## src/rtl/insn_pkg.sv

```systemverilog
// Shared encoding constants for the vector instruction encoder: bundle format
// enum, vset* selector codes, major-opcode values and field bit positions.
// The opcode_legal() helper is only referenced when INSN_ENC_CHECK_EN is defined.
package insn_pkg;

  typedef enum logic [1:0] {
    FmtAlu     = 2'd0,
    FmtMem     = 2'd1,
    FmtCfg     = 2'd2,
    FmtIllegal = 2'd3
  } fmt_e;

  // cfg_type codes; 2'b0x selects vsetvli
  localparam logic [1:0] CfgVsetvl   = 2'b10;
  localparam logic [1:0] CfgVsetivli = 2'b11;

  localparam logic [6:0] OpcV       = 7'h57;
  localparam logic [6:0] OpcLoadFp  = 7'h07;
  localparam logic [6:0] OpcStoreFp = 7'h27;

  localparam int unsigned EncWidth = 32;

  // Field LSB positions inside the encoded word
  localparam int unsigned PosOpcMjr = 0;
  localparam int unsigned PosDest   = 7;
  localparam int unsigned PosMnr    = 12;
  localparam int unsigned PosSrc1   = 15;
  localparam int unsigned PosSrc2   = 20;
  localparam int unsigned PosVm     = 25;
  localparam int unsigned PosFunct6 = 26;
  localparam int unsigned PosMop    = 26;
  localparam int unsigned PosMew    = 28;
  localparam int unsigned PosNf     = 29;
  localparam int unsigned PosZimm   = 20;
  localparam int unsigned PosIvliHi = 30;
  localparam int unsigned PosVlHi   = 25;

  localparam logic [2:0] CfgMnr   = 3'b111;
  localparam logic [1:0] IvliHi   = 2'b11;
  localparam logic [6:0] VsetvlHi = 7'b1000000;

  // Major opcode allowed for each format
  function automatic logic opcode_legal(fmt_e f, logic [6:0] mjr);
    logic ok;
    ok = 1'b0;
    unique case (f)
      FmtAlu, FmtCfg: ok = (mjr == OpcV);
      FmtMem:         ok = (mjr == OpcLoadFp) || (mjr == OpcStoreFp);
      FmtIllegal:     ok = 1'b0;
    endcase
    return ok;
  endfunction

endpackage

```

## src/rtl/insn_fifo.sv

```systemverilog
// Instruction-word queue with a registered head output. The head register is
// loaded with the next head value each cycle, so rdata never depends on the
// memory read path and holds its last value once the queue drains.
module insn_fifo #(
  parameter int unsigned WIDTH = 32,
  parameter int unsigned DEPTH = 4,
  localparam int unsigned AW   = $clog2(DEPTH),
  localparam int unsigned CW   = AW + 1
) (
  input  logic             clk,
  input  logic             rst,
  input  logic             push,
  input  logic [WIDTH-1:0] wdata,
  input  logic             pop,
  output logic [WIDTH-1:0] rdata,
  output logic             full,
  output logic             empty,
  output logic [CW-1:0]    count
);

  logic [WIDTH-1:0] mem_q [DEPTH];
  logic [AW-1:0]    wr_ptr_q, rd_ptr_q, rd_nxt;
  logic [CW-1:0]    count_q, count_d;
  logic [WIDTH-1:0] head_q, head_d;
  logic             do_push, do_pop;

  assign empty   = (count_q == '0);
  assign full    = (count_q == CW'(DEPTH));
  assign do_push = push && !full;
  assign do_pop  = pop && !empty;
  assign rd_nxt  = rd_ptr_q + AW'(1);
  assign count   = count_q;
  assign rdata   = head_q;

  // Occupancy and next head value
  always_comb begin
    count_d = count_q;
    head_d  = head_q;
    if (do_push && !do_pop) begin
      count_d = count_q + CW'(1);
    end else if (do_pop && !do_push) begin
      count_d = count_q - CW'(1);
    end
    // Incoming word becomes head if the queue is (or is about to be) empty
    if (do_push && (empty || (do_pop && count_q == CW'(1)))) begin
      head_d = wdata;
    end else if (do_pop && count_q > CW'(1)) begin
      head_d = mem_q[rd_nxt];
    end
  end

  // Storage array; contents need no reset since count gates visibility
  always_ff @(posedge clk) begin
    if (do_push) begin
      mem_q[wr_ptr_q] <= wdata;
    end
  end

  // Pointers, occupancy and head register
  always_ff @(posedge clk or negedge rst) begin
    if (!rst) begin
      wr_ptr_q <= '0;
      rd_ptr_q <= '0;
      count_q  <= '0;
      head_q   <= '0;
    end else begin
      if (do_push) wr_ptr_q <= wr_ptr_q + AW'(1);
      if (do_pop)  rd_ptr_q <= rd_nxt;
      count_q <= count_d;
      head_q  <= head_d;
    end
  end

endmodule

```

## src/rtl/insn_encoder.sv

```systemverilog
// Vector instruction encoder: packs an ALU / MEM / CFG field bundle into a
// 32-bit instruction word and queues it in insn_fifo. Rejected bundles are
// dropped and flagged by a one-cycle registered err pulse.
// Optional build macro: INSN_ENC_CHECK_EN also rejects bundles whose major
// opcode does not match their format.
module insn_encoder
  import insn_pkg::*;
#(
  parameter int unsigned INSN_WIDTH = 32,
  parameter int unsigned DEPTH      = 4
) (
  input  logic                    clk,
  input  logic                    rst,
  input  logic                    in_valid,
  output logic                    in_ready,
  input  logic [1:0]              fmt,
  input  logic [6:0]              opcode_mjr,
  input  logic [2:0]              opcode_mnr,
  input  logic [4:0]              dest,
  input  logic [4:0]              src_1,
  input  logic [4:0]              src_2,
  input  logic                    vm,
  input  logic [5:0]              funct6,
  input  logic [2:0]              width,
  input  logic [1:0]              mop,
  input  logic                    mew,
  input  logic [2:0]              nf,
  input  logic [10:0]             zimm_11,
  input  logic [9:0]              zimm_10,
  input  logic [1:0]              cfg_type,
  output logic [INSN_WIDTH-1:0]   insn_out,
  output logic                    out_valid,
  input  logic                    out_ready,
  output logic [$clog2(DEPTH):0]  count,
  output logic                    err
);

  logic [EncWidth-1:0] word;
  logic                illegal, accept, push, full, empty, err_q;

  // Pack fields by format; fmt=3 is flagged illegal
  always_comb begin
    word    = '0;
    illegal = 1'b0;
    word[PosOpcMjr +: 7] = opcode_mjr;
    word[PosDest +: 5]   = dest;
    word[PosSrc1 +: 5]   = src_1;
    unique case (fmt_e'(fmt))
      FmtAlu: begin
        word[PosMnr +: 3]    = opcode_mnr;
        word[PosSrc2 +: 5]   = src_2;
        word[PosVm]          = vm;
        word[PosFunct6 +: 6] = funct6;
      end
      FmtMem: begin
        word[PosMnr +: 3]  = width;
        word[PosSrc2 +: 5] = src_2;
        word[PosVm]        = vm;
        word[PosMop +: 2]  = mop;
        word[PosMew]       = mew;
        word[PosNf +: 3]   = nf;
      end
      FmtCfg: begin
        word[PosMnr +: 3] = CfgMnr;
        if (cfg_type == CfgVsetivli) begin
          word[PosZimm +: 10]  = zimm_10;
          word[PosIvliHi +: 2] = IvliHi;
        end else if (cfg_type == CfgVsetvl) begin
          word[PosSrc2 +: 5]  = src_2;
          word[PosVlHi +: 7]  = VsetvlHi;
        end else begin
          // vsetvli: bit 31 stays 0
          word[PosZimm +: 11] = zimm_11;
        end
      end
      FmtIllegal: begin
        illegal = 1'b1;
      end
    endcase
`ifdef INSN_ENC_CHECK_EN
    if (!opcode_legal(fmt_e'(fmt), opcode_mjr)) begin
      illegal = 1'b1;
    end
`endif
  end

  assign in_ready  = !full;
  assign accept    = in_valid && in_ready;
  assign push      = accept && !illegal;
  assign out_valid = !empty;
  assign err       = err_q;

  // One-cycle error pulse for each accepted-but-rejected bundle
  always_ff @(posedge clk or negedge rst) begin
    if (!rst) begin
      err_q <= 1'b0;
    end else begin
      err_q <= accept && illegal;
    end
  end

  insn_fifo #(
    .WIDTH (INSN_WIDTH),
    .DEPTH (DEPTH)
  ) u_fifo (
    .clk   (clk),
    .rst   (rst),
    .push  (push),
    .wdata (INSN_WIDTH'(word)),
    .pop   (out_ready),
    .rdata (insn_out),
    .full  (full),
    .empty (empty),
    .count (count)
  );

endmodule

```

## config.mk

```make
export PLATFORM = sky130hd
export DESIGN_NAME = insn_encoder
export DESIGN_NICKNAME = d
export VERILOG_FILES = /design/src/rtl/insn_pkg.sv /design/src/rtl/insn_fifo.sv /design/src/rtl/insn_encoder.sv
export SDC_FILE = /design/constraint.sdc
export NUM_CORES = 1
export LEC_CHECK = 0
export CELL_PAD_IN_SITES_DETAIL_PLACEMENT = 1
export CELL_PAD_IN_SITES_GLOBAL_PLACEMENT = 2
export CORE_UTILIZATION = 35
export CTS_CLUSTER_SIZE = 24
export DETAILED_ROUTE_END_ITERATION = 7
export PLACE_DENSITY_LB_ADDON = 0.1
export SYNTH_ARGS = -nofsm -noshare
export SYNTH_HDL_FRONTEND = slang
export SYNTH_SLANG_ARGS = --single-unit
```

## constraint.sdc

```tcl
create_clock -name clk -period 4.42 [get_ports clk]
set_clock_uncertainty 0.1 [all_clocks]
set_input_delay 0.442 -clock clk [delete_from_list [all_inputs] [get_ports clk]]
set_output_delay 0.442 -clock clk [all_outputs]
set_load 0.005 [all_outputs]
```

==> metrics.md, run 1 <==
| Metric | Value |
|---|---|
| Status | finished clean |
| Cell Pwr Density | between 600 and 700 nW/um2 |
| Post-Synthesis Cells | 383 |
| Vias in the first global route | ~4200 |
| Arrival time of the worst setup path | between 2000 and 3000 ps |
| Post-Synthesis Cell Area | between 6000 and 7000 um2 |
| R2R Path End | u_fifo.mem_q[3][26] |
| Core area | 19500 um2 |
| Final Cycle Share | between 60% and 70% |
| Via Count | slightly below 4000 |
| Peak VDD IR | 0.248 mV |
| Most common cell after layout, fill and taps aside | edfxtp_1 |
| WL/cell | roughly 21 um |
| Clock slew seen by the registers of the worst setup and hold paths | roughly 60 ps |
| Tmin final | 2860 ps |
| GR Util All Layers | approximately 17% |
| Ratio of cells with drive above 1 in the final layout | 14.9% |
| Largest net degree at the start of global routing | slightly above 40 |
| Fill cell count | ~1900 |
| Die area | around 20000 um2 |
| Final setup fails | 0 |
| IO Pins | roughly 110 |
| Number of DRC markers in iteration 0 | 170 |
| Max Transition Viols Final | 0 |
| # H-tree levels | 4 |
| Setup bufs post-CTS | 0 |
| Syn Nets | 462 |
| Crit-path max cell delay | 630 ps |
| Clock Latency Late Sink | roughly 430 ps |
| Post-synthesis sequential area ratio | 69.9% |
| Storage element area | between 4000 and 5000 um2 |
| Ys flop type | edfxtp_1 |
| # diodes | 0 |
| Reg2reg setup slack | approximately 1600 ps |
| Hold Vio Cnt, Final | 0 |
| Max_cap viols | 0 |
| Pre-Repair DR Iteration Count | 4 |
| DRC viols | 0 |
| Critical path peak fanout | 19 |
| Initial antenna violation count | 0 |
| Vias per cell | 5.03 |
| Multi-input gate area | ~1900 um2 |
| HPWL after DPL | a little over 10000 um |
| Die W | 143 um |
| Row Count | a little over 50 |
| Gpl congestion | 0.670 |
| Max clock buf depth | 2 |
| Clock sink total | approximately 170 |
| Crit-path leading delay family | simple AND/OR/NAND/NOR gates |
| Synth cell types | 31 |
| Final instance area | about 8900 um2 |
| RSZ-0062 raised after global routing | no |
| EDFF count, synth | between 100 and 150 |
| Reg2Reg Depth | 7 |
| Most frequent cells in the layout | 128 x edfxtp_1, 106 x clkdlybuf4s50_1, 38 x dfrtp_1 |
| CP bufs+invs | 2 |
| Area growth from synthesis to layout | 28.4% |
| # hold bufs at CTS | 0 |
| Layout net count | 576 |
| Number of port buffers | between 100 and 150 |
| Post-DP Area | 8280 um2 |
| Post-CTS resize count | 0 |
| Worst Tran Pin Value | 1110 ps |
| Post-route setup TNS | 0 ps |
| Most used cell, CP | nand2_1 |
| Rel. slew slack | 26.1% |
| Final WL | around 16000 um |
| CTS tree | built |
| R2r startpoint | u_fifo.count[0] |
| Die height | 143 um |
| Crit. End Element | flip-flop |
| Slowest-stage cell, CP | and2_2 |
| Critical path, cell by cell | inv_1 -> ha_1 -> nand2_1 -> nand2_1 -> a21oi_1 -> and2_2 -> buf_4 |
| Global-route wire length before repair | between 20000 and 25000 um |
| Overflow after GRT | 0 |
| Static Leak | 3.17 nW |
| Yosys warnings | 0 |
| Antenna viol nets, final | 0 |
| Total CTS buffers | 17 |
| Root buf cell | clkbuf_16 |
| Min-delay worst type | in -> async |
| Synth Area per Inst | between 15 and 20 um2 |
| Ys async rst share | a little under a quarter |
| Worst setup SP type | flip-flop |
| Seq cells post-synth | roughly 170 |
| Crit Path Category | reg -> reg |
| Max Clk Rate | between 0.3 and 0.4 GHz |
| Initial core utilization | 35.6% |
| Crit path required time | about 4400 ps |
-- area by class of cell --
class	count	area share (%)
Sequential cell	168	54.4
Multi-Input combinational cell	185	21.7
Timing Repair Buffer	118	12.9
Clock buffer	20	5.02
Tap cell	265	3.72
Clock inverter	12	1.97
Inverter	7	0.295
-- flip-flops by register name (all words and copies together), names as in the netlist --
register / cells
u_fifo.mem_q: 128
err: 1
u_fifo.wr_ptr_q: 2
u_fifo.rdata: 32
u_fifo.rd_ptr_q: 2
u_fifo.count: 3
-- worst register-to-register path, cell delays in order, from the launching register on --
cell	delay (ps)
dfrtp_1	440
inv_1	90
ha_1	250
nand2_1	100
nand2_1	80
a21oi_1	460
and2_2	630
buf_4	380
-- worst max-delay path by stage --
stage	from	end	slack, ps	cells past startpoint
after floorplan	u_fifo.count[0]	u_fifo.mem_q[0][0]	1830	6
after global routing	u_fifo.count[0]	u_fifo.mem_q[3][24]	1330	7
after detailed placement	fmt[0]	u_fifo.mem_q[3][28]	1380	5
after CTS	u_fifo.count[0]	u_fifo.mem_q[3][26]	1500	7
final	u_fifo.count[0]	u_fifo.mem_q[3][26]	1560	7
after global placement	fmt[0]	u_fifo.mem_q[2][16]	1450	4
-- cell families (layout without fill, tap and decap cells) --
family,count (synthesis),in the layout,share of synthesized area [%]
buffers and inverters,30,157,2.53
XOR/XNOR,6,6,0.758
flip-flops,168,168,69.9
multiplexers,40,40,12.0
adder cells (fa/ha/maj),9,9,1.62
AND/OR/NAND/NOR,65,65,5.50
AO/OA/AOI/OAI,65,65,7.72
-- routing by layer --
layer  share of wire [%]  track usage, %  vias to the layer above
li1                    -               -                     1779
met1                  45            22.5                     1982
met2                  48            27.5                      123
met3                 5.9            4.69                       16
met4                 1.3            5.83                        0
met5                   0               0                        -
-- cells in the mapped netlist, types with 2 or more instances --
| cell | n | area (um2) |
|---|---|---|
| nand2_1 | 6 | 22.5 |
| clkbuf_1 | 13 | 48.8 |
| mux4_2 | 24 | 541 |
| xnor2_1 | 5 | 43.8 |
| a221o_1 | 32 | 320 |
| and2_1 | 26 | 163 |
| nor2b_1 | 12 | 75.1 |
| a211oi_1 | 2 | 15.0 |
| inv_1 | 7 | 26.3 |
| buf_12 | 3 | 60.1 |
| dfrtp_1 | 40 | 1000 |
| buf_2 | 5 | 25.0 |
| mux2i_1 | 7 | 70.1 |
| o2bb2ai_1 | 8 | 70.1 |
| o22ai_1 | 6 | 37.5 |
| a21oi_1 | 14 | 70.1 |
| o21ai_0 | 2 | 10.0 |
| nand2b_1 | 2 | 12.5 |
| edfxtp_1 | 128 | 3840 |
| mux4_1 | 8 | 210 |
| ha_1 | 9 | 113 |
| nor2_1 | 6 | 22.5 |
| and3_1 | 10 | 62.6 |
-- power by group --
group          switching [mW]  internal, mW  leakage [nW]
registers               0.297          2.10          1.66
clock network           0.597         0.959         0.296
logic                   0.671         0.956          1.22
total                    1.56          4.01          3.17
-- through the flow --
step / std cells / worst slack [ps] / total power [mW] / util, % / hold slack [ps]
5_1_grt: 775 / 1330 / 5.87 / 45.8 / 183
3_3_place_gp: 743 / 1450 / 4.06 / 42.6 / 395
4_1_cts: 775 / 1500 / 5.67 / 45.8 / 152
3_5_place_dp: 743 / 1380 / 4.10 / 42.6 / 400
6_report: 775 / 1560 / 5.58 / 45.8 / 119
2_1_floorplan: 383 / 1830 / 3.35 / - / 46.4
Note: power is estimated with default switching activity, not from simulation.
==> run 2, diff against run 1 <==
- clock period: 4.42 -> 2.6 ns (I/O delays scaled with it)
==> run 2 against run 1 <==
Hold slack better by 84 ps. Sequential cell count stayed put. Critical path depth rose by 1. Total power up 75%. Die area unchanged. Design area increased by 2.0%. Count of clock-buffer cells in the layout grew 5. Sequential share of layout area is 1.1 points lower. Worst setup slack worse by 1400 ps. Clock power up 72%. Utilization is 0.91 points higher. First-iteration DRC count grew 22%. Highest routed layer unchanged.
==> metrics.md, run 2 (synthesis results as in run 1) <==
| Metric | Value |
|---|---|
| Seq pwr share | ~40% |
| Total CTS buffers | 17 |
| Post-route setup TNS | 0 ps |
| WL/cell | between 20 and 25 um |
| Initial core utilization | 35.6% |
| Largest net degree at the start of global routing | 34 |
| Crit Path Category | reg -> reg |
| Static Leak | ~3.3 nW |
| Crit. End Element | flip-flop |
| Critical path, cell by cell | inv_1 -> ha_1 -> buf_4 -> o31ai_4 -> buf_4 -> and2_0 -> buf_4 -> a221o_1 |
| Die area | 20400 um2 |
| Die height | 143 um |
| Most common cell after layout, fill and taps aside | edfxtp_1 |
| Rel. slew slack | a little over half |
| Row Count | 51 |
| Most frequent cells in the layout | 128 x edfxtp_1, 106 x clkdlybuf4s50_1, 38 x dfrtp_1 |
| Number of DRC markers in iteration 0 | roughly 210 |
| Switching Fraction | between 20 and 30% |
| Clock power share | about 28% |
| Storage element area | 4850 um2 |
| Clock Latency Late Sink | about 420 ps |
| Crit path required time | ~2900 ps |
| CP startpoint | u_fifo.count[0] |
| CTS tree | built |
| GR Util All Layers | between 15 and 20% |
| Tmin final | about 2400 ps |
| Layout net count | between 500 and 600 |
| Gpl congestion | between 0.6 and 0.7 |
| Initial antenna violation count | 0 |
| Finished Core Util | 46.7% |
| Hold Vio Cnt, Final | 0 |
| Reg with most FFs | u_fifo.mem_q |
| Fill cell count | about 1800 |
| Placement Setup Slack | around 20 ps |
| Final WL | around 17000 um |
| HPWL after DPL | 11100 um |
| Worst setup SP type | flip-flop |
| Core area | roughly 19000 um2 |
| Antenna viol nets, final | 0 |
| Root buf cell | clkbuf_16 |
| RSZ-0062 raised after global routing | no |
| Max Transition Viols Final | 0 |
| Cell Pwr Density | approximately 1100 nW/um2 |
| R2r startpoint | u_fifo.count[0] |
| Vias per cell | approximately 5.1 |
| Vias in the first global route | approximately 4400 |
| Pre-Repair DR Iteration Count | 4 |
| Reg2reg setup slack | 170 ps |
| Final setup fails | 0 |
| Status | finished clean |
| Critical path peak fanout | 22 |
| # H-tree levels | 4 |
| Min-delay worst type | in -> async |
| Post-DP Area | roughly 8400 um2 |
| Via Count | between 4000 and 5000 |
| Area growth from synthesis to layout | 31.0% |
| DRC viols | 0 |
| Max_cap viols | 0 |
| Global-route wire length before repair | ~26000 um |
| IO Pins | roughly 110 |
| Final instance area | 9080 um2 |
| Largest register FFs | about 130 |
| Comb pwr share | 31.6% |
| Number of port buffers | between 100 and 150 |
| PnR worst setup slack | roughly 170 ps |
| Clock slew seen by the registers of the worst setup and hold paths | 60 ps |
| Clock sink total | ~170 |
| Peak VDD IR | 0.494 mV |
| Worst Tran Pin Value | 716 ps |
| Overflow after GRT | 0 |
| Most used cell, CP | buf_4 |
| Crit-path max cell delay | approximately 460 ps |
| NetSw | about 2.8 mW |
| Max clock buf depth | 2 |
| Int Power | around 7 mW |
| Slowest-stage cell, CP | dfrtp_1 |
| Final Cycle Share | between 90 and 100% |
| Ratio of cells with drive above 1 in the final layout | about 17% |
| # diodes | 0 |
| Die W | approximately 140 um |
| Multi-input gate area | a little under 2000 um2 |
| Setup bufs post-CTS | 0 |
| Max Clk Rate | roughly 0.41 GHz |
| Arrival time of the worst setup path | around 2700 ps |
run 2: cell types whose count changed in the layout (fill, tap and decap cells not counted), sizes merged:
cell,before,now
a21oi,14,15
clkinv,5,0
dlygate4sd3,0,1
clkbuf,20,25
buf,12,25
run 2: repair_timing:
| action | in CTS | in global routing |
|---|---|---|
| endpoints found under the setup margin | 0 | 30 |
| gates resized for setup | 0 | 2 |
| endpoints found under the hold margin | 12 | 0 |
| hold buffers | 1 | 0 |
run 2: layout make-up:
type | count | area share [%]
Sequential cell | 168 | 53.4
Multi-Input combinational cell | 186 | 21.5
Timing Repair Buffer | 132 | 14.2
Clock buffer | 25 | 5.35
Tap cell | 265 | 3.65
Clock inverter | 7 | 1.57
Inverter | 7 | 0.289
run 2: final timing paths:
check                                      endpoint  cells past startpoint
worst max register to register     u_fifo.rdata[10]                      8
worst min register to register      u_fifo.rdata[6]                      1
worst min-delay path                u_fifo.rdata[9]                      2
min in group clk                u_fifo.mem_q[1][11]                      1
worst max-delay path               u_fifo.rdata[10]                      8
max in group asynchronous        u_fifo.rd_ptr_q[0]                      3
run 2: power groups by stage:
stage	clock network, mW	registers (mW)	logic, mW
after global routing	2.84	4.05	3.36
final	2.69	3.97	3.08
after CTS	2.74	3.99	3.07
after global placement	0	4.02	3.01
after detailed placement	0	4.04	3.07
after floorplan	0	3.85	1.86
run 2: worst max-delay path, delay by kind of cell (launching register included):
kind	cells	cell delay, ps
and+or+nand+nor	1	150
DFF	1	460
AOI/OAI and AO/OA	2	600
adders and majority gates	1	210
buffers and inverters	4	840
run 2: per-stage QoR:
step           total power [mW]  instances  hold slack, ps
5_1_grt                    10.3        790             234
3_5_place_dp               7.10        756             116
3_3_place_gp               7.03        756             112
6_report                   9.74        790             202
4_1_cts                    9.81        789             209
2_1_floorplan              5.70        383            -136
run 2: routing by layer:
| layer | up-vias | track usage [%] | wire length (um) |
|---|---|---|---|
| met4 | 0 | 4.92 | 121 |
| met2 | 108 | 31.1 | 8720 |
| met5 | - | 0 | 0 |
| met1 | 2119 | 22.6 | 7810 |
| met3 | 10 | 4.66 | 772 |
| li1 | 1810 | - | - |
